[src/rtl/disparity_wta.sv]
// Winner-take-all disparity selector.
// Consumes NDISP matching costs per pixel, one per valid beat, in disparity
// order 0..NDISP-1. Tracks the minimum cost, its index and the runner-up cost,
// and after the last beat emits the winning disparity, its cost and a
// uniqueness flag.
//
// Ports:
//   i_clk     clock, rising edge
//   i_rstn    synchronous active-low reset
//   i_dval    i_data valid this cycle
//   i_first   with i_dval: disparity-0 cost of a new pixel
//   i_data    matching cost for the current disparity index
//   o_dval    one-cycle pulse, result registers updated
//   o_data    winning disparity index
//   o_cost    winning (minimum) cost
//   o_unique  1 when (second - best) >= MARGIN
module disparity_wta #(
   parameter int unsigned NDISP  = 64,
   parameter int unsigned CW     = 5,
   parameter int unsigned MARGIN = 2,
   localparam int unsigned DW    = $clog2(NDISP)
) (
   input  logic          i_clk,
   input  logic          i_rstn,
   input  logic          i_dval,
   input  logic          i_first,
   input  logic [CW-1:0] i_data,
   output logic          o_dval,
   output logic [DW-1:0] o_data,
   output logic [CW-1:0] o_cost,
   output logic          o_unique
);

   localparam logic [DW-1:0] LastIdx = DW'(NDISP - 1);

   typedef enum logic {StIdle, StAccum} state_e;

   state_e        state_q, state_d;
   logic [DW-1:0] cnt_q, cnt_d;
   logic [CW-1:0] best_q, best_d;
   logic [DW-1:0] best_idx_q, best_idx_d;
   logic [CW-1:0] second_q, second_d;
   logic          dval_q, dval_d;
   logic [DW-1:0] data_q, data_d;
   logic [CW-1:0] cost_q, cost_d;
   logic          unique_q, unique_d;
   logic [CW:0]   gap;

   always_comb begin
      state_d    = state_q;
      cnt_d      = cnt_q;
      best_d     = best_q;
      best_idx_d = best_idx_q;
      second_d   = second_q;
      dval_d     = 1'b0;
      data_d     = data_q;
      cost_d     = cost_q;
      unique_d   = unique_q;
      gap        = '0;

      if (i_dval) begin
         if (i_first) begin
            // A first beat always starts a fresh pixel, aborting any in flight.
            best_d     = i_data;
            best_idx_d = '0;
            second_d   = '1;
            cnt_d      = DW'(1);
            state_d    = StAccum;
         end else if (state_q == StAccum) begin
            // Strict compares: on ties the earlier (lower) index keeps the win.
            if (i_data < best_q) begin
               second_d   = best_q;
               best_d     = i_data;
               best_idx_d = cnt_q;
            end else if (i_data < second_q) begin
               second_d = i_data;
            end

            if (cnt_q == LastIdx) begin
               // Result includes this beat, so use the updated min/second.
               gap      = {1'b0, second_d} - {1'b0, best_d};
               dval_d   = 1'b1;
               data_d   = best_idx_d;
               cost_d   = best_d;
               unique_d = (gap >= (CW + 1)'(MARGIN));
               cnt_d    = '0;
               state_d  = StIdle;
            end else begin
               cnt_d = cnt_q + DW'(1);
            end
         end
      end
   end

   always_ff @(posedge i_clk) begin
      if (!i_rstn) begin
         state_q    <= StIdle;
         cnt_q      <= '0;
         best_q     <= '0;
         best_idx_q <= '0;
         second_q   <= '1;
         dval_q     <= 1'b0;
         data_q     <= '0;
         cost_q     <= '0;
         unique_q   <= 1'b0;
      end else begin
         state_q    <= state_d;
         cnt_q      <= cnt_d;
         best_q     <= best_d;
         best_idx_q <= best_idx_d;
         second_q   <= second_d;
         dval_q     <= dval_d;
         data_q     <= data_d;
         cost_q     <= cost_d;
         unique_q   <= unique_d;
      end
   end

   assign o_dval   = dval_q;
   assign o_data   = data_q;
   assign o_cost   = cost_q;
   assign o_unique = unique_q;

endmodule

[config.mk]
export PLATFORM = sky130hd
export DESIGN_NAME = disparity_wta
export DESIGN_NICKNAME = d
export VERILOG_FILES = /design/src/rtl/disparity_wta.sv
export SDC_FILE = /design/constraint.sdc
export NUM_CORES = 1
export LEC_CHECK = 0
export BUFFER_PORTS_ARGS = -buffer_cell sky130_fd_sc_hd__buf_2
export CORE_MARGIN = 2
export CORE_UTILIZATION = 40
export CTS_BUF_LIST = sky130_fd_sc_hd__clkbuf_16
export CTS_CLUSTER_DIAMETER = 60
export DETAILED_ROUTE_END_ITERATION = 16
export GPL_TIMING_DRIVEN = 0
export SLEW_MARGIN = 25
export SYNTH_ARGS = -nofsm -noshare
export SYNTH_HDL_FRONTEND = slang
export SYNTH_SLANG_ARGS = --single-unit
export TNS_END_PERCENT = 100
[constraint.sdc]
create_clock -name i_clk -period 3.2 [get_ports i_clk]
set_input_delay 0.32 -clock i_clk [delete_from_list [all_inputs] [get_ports i_clk]]
set_output_delay 0.32 -clock i_clk [all_outputs]
set_load 0.005 [all_outputs]
* Yosys cells after proc, flatten, opt, wreduce, memory -nomap -nowiden *
Cells that the tools add are included.

word-level totals
  output and inout bits = 13
  bits of input ports = 9
  register bits after elaboration = 36

operators by class
  mux-type cells = 23
  bitwise gates (word level) = 4
  order comparisons = 3
  eq/ne operators = 1
  reductions and logical operators = 4
  add/sub/neg operators = 2

operators with widths
  operator               count
  $mux W5                13
  $mux W6                6
  $lt A5 B5 Y1           2
  $add A6 B1 Y6 const B  1
  $eq A6 B6 Y1 const B   1
  $ge A6 B2 Y1 const B   1
  $sub A5 B5 Y6          1
  $mux W1                4
  $not A1 Y1             4
  $reduce_and A4 Y1      1
  $reduce_or A4 Y1       1
  $reduce_and A2 Y1      1
  $reduce_bool A2 Y1     1

* Longest topological paths before layout *
  depth after elaboration = 8
  gate-level depth with buffers = 14
  depth with buffers taken out = 13

* Worst setup path after synthesis *
Ideal clock, no wire load.

  kind = reg2reg
  start point = reg best_q[3]
  end point = reg unique_q, in the netlist o_unique
  stages on the path, launching flop included = 14
  required time = 3.078 ns
  path buffers = 1
  clock period less this slack = 2.939 ns
  arrival time = 2.817 ns
  slack = 0.261 ns
  cells stage by stage = dfxtp_1 > inv_1 > ha_1 > a211oi_2 > o21ai_4 > nand2_4 > buf_2 > o21ai_0 > ha_1 > and3b_1 > nor3_1 > a31o_2 > a31oi_1 > o311a_1

on the way
  longest elaborated chain between the ends = 7

RTL lines
  what                    RTL line  source
  start, declared         40        logic [CW-1:0] best_q, best_d;
  start signal, assigned  109       best_q <= best_d;
  $lt A5 B5 Y1            71        if (i_data < best_q) begin
  $mux W5                 71
  $mux W5                 69        end else if (state_q == StAccum) begin
  $mux W5                 62        if (i_first) begin
  $mux W5                 61        if (i_dval) begin
  $sub A5 B5 Y6 *         81        gap = {1'b0, second_d} - {1'b0, best_d};
  $ge A6 B2 Y1 *          85        unique_d = (gap >= (CW + 1)'(MARGIN));
  end signal, assigned    115       unique_q <= unique_d;
  end, declared           46        logic unique_q, unique_d;

Every way passes the cells marked *; elsewhere a longest branch is shown, timed or not. The select of a mux whose other input is x is not followed.
A chain may end at the register's enable or synchronous reset.

* Worst setup path in the final report *
Same ends and word-level chain as after synthesis.

==> out/results.txt <==
R2R Path End = o_unique
Clock Root Buffer = clkbuf_16
Critical Path AT = 3.17 ns
R2R setup slack = 0.20 ns
Tcrit/Tclk final = 93.78%
Sequential Area = 724.4 sq um
FMAX = 333.2 MHz
Syn-to-layout area delta = 19.71%
via count = 1645
synth warn = 0
Synth Area in Compound Gates = 22.40%
XOR/XNOR Fraction of Synth Area = 0.4284%
Final setup viols = 0
post-DP HPWL = 3244 microns
Fin. Hold Viols = 0
Startpoint Class = flop
Psw = 0.3209 mW
clock sink count = 36
ant diodes = 0
drt first-iter violations = 148
Post-Synth Adder-Cell Area = 9.547%
Final Critical Period = 3.001 ns
CP Max Fanout = 10
port bufs = 19
RSZ-0062 raised after global routing = false
post-synthesis average cell area = 9.554 sq um
first-pass GRT wire length = 7320 microns
Synth Register Bits = 36
Min-Delay Path Class = in2reg
CP Capture Type = flop
hold path depth = 3
gr usage total = 17.17%
Longest Clk Path Bufs = 2
clock share of power = 44.3%
Worst Tran Pin Value = 0.4514 ns
count of final max-slew check failures = 0
leading cell types in the layout, fill and taps excluded = dfxtp_1 (33), mux2i_1 (25), buf_2 (22)
switch share = 25.84%
Synth async-reset ratio = 0%
number of global-route vias before repair = 1500
Pre-antenna DRT Iters = 4
Peak VDD IR = 0.0002971 V
footprint of the multi-input gates = 1247 sq um
vias per cell = 5.222
IO Pins = 22
Routed WL = 4498 microns
Post-route DRC = 0
max-cap viol count = 0
largest family of logic cells by synthesized area = compound AO/OA/AOI/OAI gates
effective utilization at floorplan = 40.81%
sequential area share after synthesis = 35.25%
simple-gate share of the synthesized area = 14.01%
layout cells sized above 1 = 22.86%
min-delay src = i_data[2]
skew final = 0.005941 ns
Core Footprint = 5010 sq um
fin cells = 315
count of cell types in the netlist = 47
cell area after synthesis = 2044 sq um
Register-to-Register Path Depth = 13
Routed WL per cell = 14.28 microns
number of synthesized flops with an enable pin = 0
status = finished, final reports clean
CTS Hold Buffers Added = 0
pin count of the biggest net entering global routing = 12
CTS tree = built
multiplexer share of the synthesized area = 13.71%
GP Congestion = 0.7710
H-Tree Depth = 2
CP Class = reg2reg
Endpoint, Worst Hold = best_q[2]
Clk pin slew, worst setup/hold paths = 0.06 ns
Final nets = 268
initial antenna violation count = 0
reg2reg start = best_q[3]
pwr dens = 507.5 nW/um^2
Critical Path RT = 3.37 ns
Pint = 0.9211 mW
GR Overflow Total = 0
most common cell after layout, fill and taps aside = dfxtp_1
Total Die Area = 5699 sq um
Worst slew margin = 69.82%
clk_lat worst skew = 0.28 ns
Hold Slack = 0.3790 ns
Die Wd = 75.49 microns
Leakage = 1.052 nW
total power = 1.242 mW
dominant synthesized flop cell = dfxtp_1
placed cells = 303
Fill cells = 500
Comb pwr share = 18.1%
Routed Antenna Nets = 0
Syn Nets = 238
Post-Synthesis Cells = 214
DIE HEIGHT = 75.49 microns
Seq pwr share = 37.6%
Num CTS Buffers = 5
setup TNS = 0 ns
cell row count = 26
-- power groups by stage --
stage	sequential, mW	combinational [mW]	clock [mW]
3_5_place_dp	0.476	0.210	0
4_1_cts	0.466	0.214	0.559
3_3_place_gp	0.476	0.208	0
2_1_floorplan	0.473	0.166	0
5_1_grt	0.469	0.250	0.582
6_report	0.467	0.225	0.550
-- sequential cells by signal, summed over array words and instances, names as in the netlist, 5 cells and up --
signal	flops
cnt_q	6
best_idx_q	6
o_data	6
second_q	5
best_q	5
o_cost	5
-- critical path, stage by stage (launching register included) --
cell and delay [ns]:
dfxtp_2 0.36, inv_1 0.05, ha_1 0.32, a211oi_4 0.27, o21ai_4 0.12, nand2_4 0.16
clkbuf_4 0.21, o21ai_0 0.11, ha_1 0.33, and3b_1 0.22, nor3_2 0.18, a31o_2 0.17
a31oi_1 0.04, o311a_1 0.33
-- synth_stat cells (4+ instances only) --
cell        n  area, sq um
nand2_1    12        45.04
clkbuf_1    4        15.01
buf_2       4        20.02
nor2b_1     8        50.05
nor2_1     12        45.04
o211ai_1    5        37.54
ha_1       14        175.2
mux2i_1    25        250.2
dfxtp_1    36        720.7
a31oi_1     8        50.05
inv_1      10        37.54
o2bb2ai_1   9        78.83
o21ai_0    14        70.07
-- metrics by stage --
step | utilization, % | cell area [sq um] | worst slack (ns)
floorplan | - | 2044 | 0.2614
global placement | 44.46 | 2227 | -0.01116
detailed placement | 44.46 | 2227 | -0.03879
CTS | 47.88 | 2399 | 0.00006861
global route | 48.85 | 2447 | 0.02165
finish | 48.85 | 2447 | 0.1990
-- what timing repair did --
item / in CTS / in global routing
pin swaps: 1 / 3
buffers inserted: 1 / 3
endpoints found under the setup margin: 1 / 1
resized for setup: 0 / 9
-- routing by layer --
metal  global-route usage (%)  routed length [microns]  vias up
met5                        0                        0        -
met4                    5.263                       32        0
met3                    4.894                      227        2
met2                    24.64                     1902       46
met1                    24.90                     2336      758
li1                         -                        -      839
-- worst max path at each step --
stage               startpoint  endpoint  cells after the start
detailed placement   i_data[3]  o_unique                     13
global placement     i_data[3]  o_unique                     13
finish               best_q[3]  o_unique                     13
global route         best_q[3]  o_unique                     14
CTS                  best_q[3]  o_unique                     13
floorplan            best_q[3]  o_unique                     13
-- area by class of cell --
cell class | count | share of cell area (%)
Sequential cell | 36 | 29.60
Timing Repair Buffer | 23 | 5.112
Clock inverter | 3 | 1.585
Tap cell | 70 | 3.579
Clock buffer | 5 | 5.112
Multi-Input combinational cell | 157 | 50.97
Inverter | 11 | 1.687
Buffer | 10 | 2.352
-- kinds of logic (layout without fill, tap and decap cells) --
kind of cell               after synthesis  in the layout
muxes                                   27             27
DFF                                     36             36
and+or+nand+nor                         54             54
buffers and inverters                   21             52
adders and majority gates               15             15
AOI/OAI and AO/OA                       60             60
xor gates and xnor gates                 1              1
Note: power is estimated with default switching activity, not from simulation.
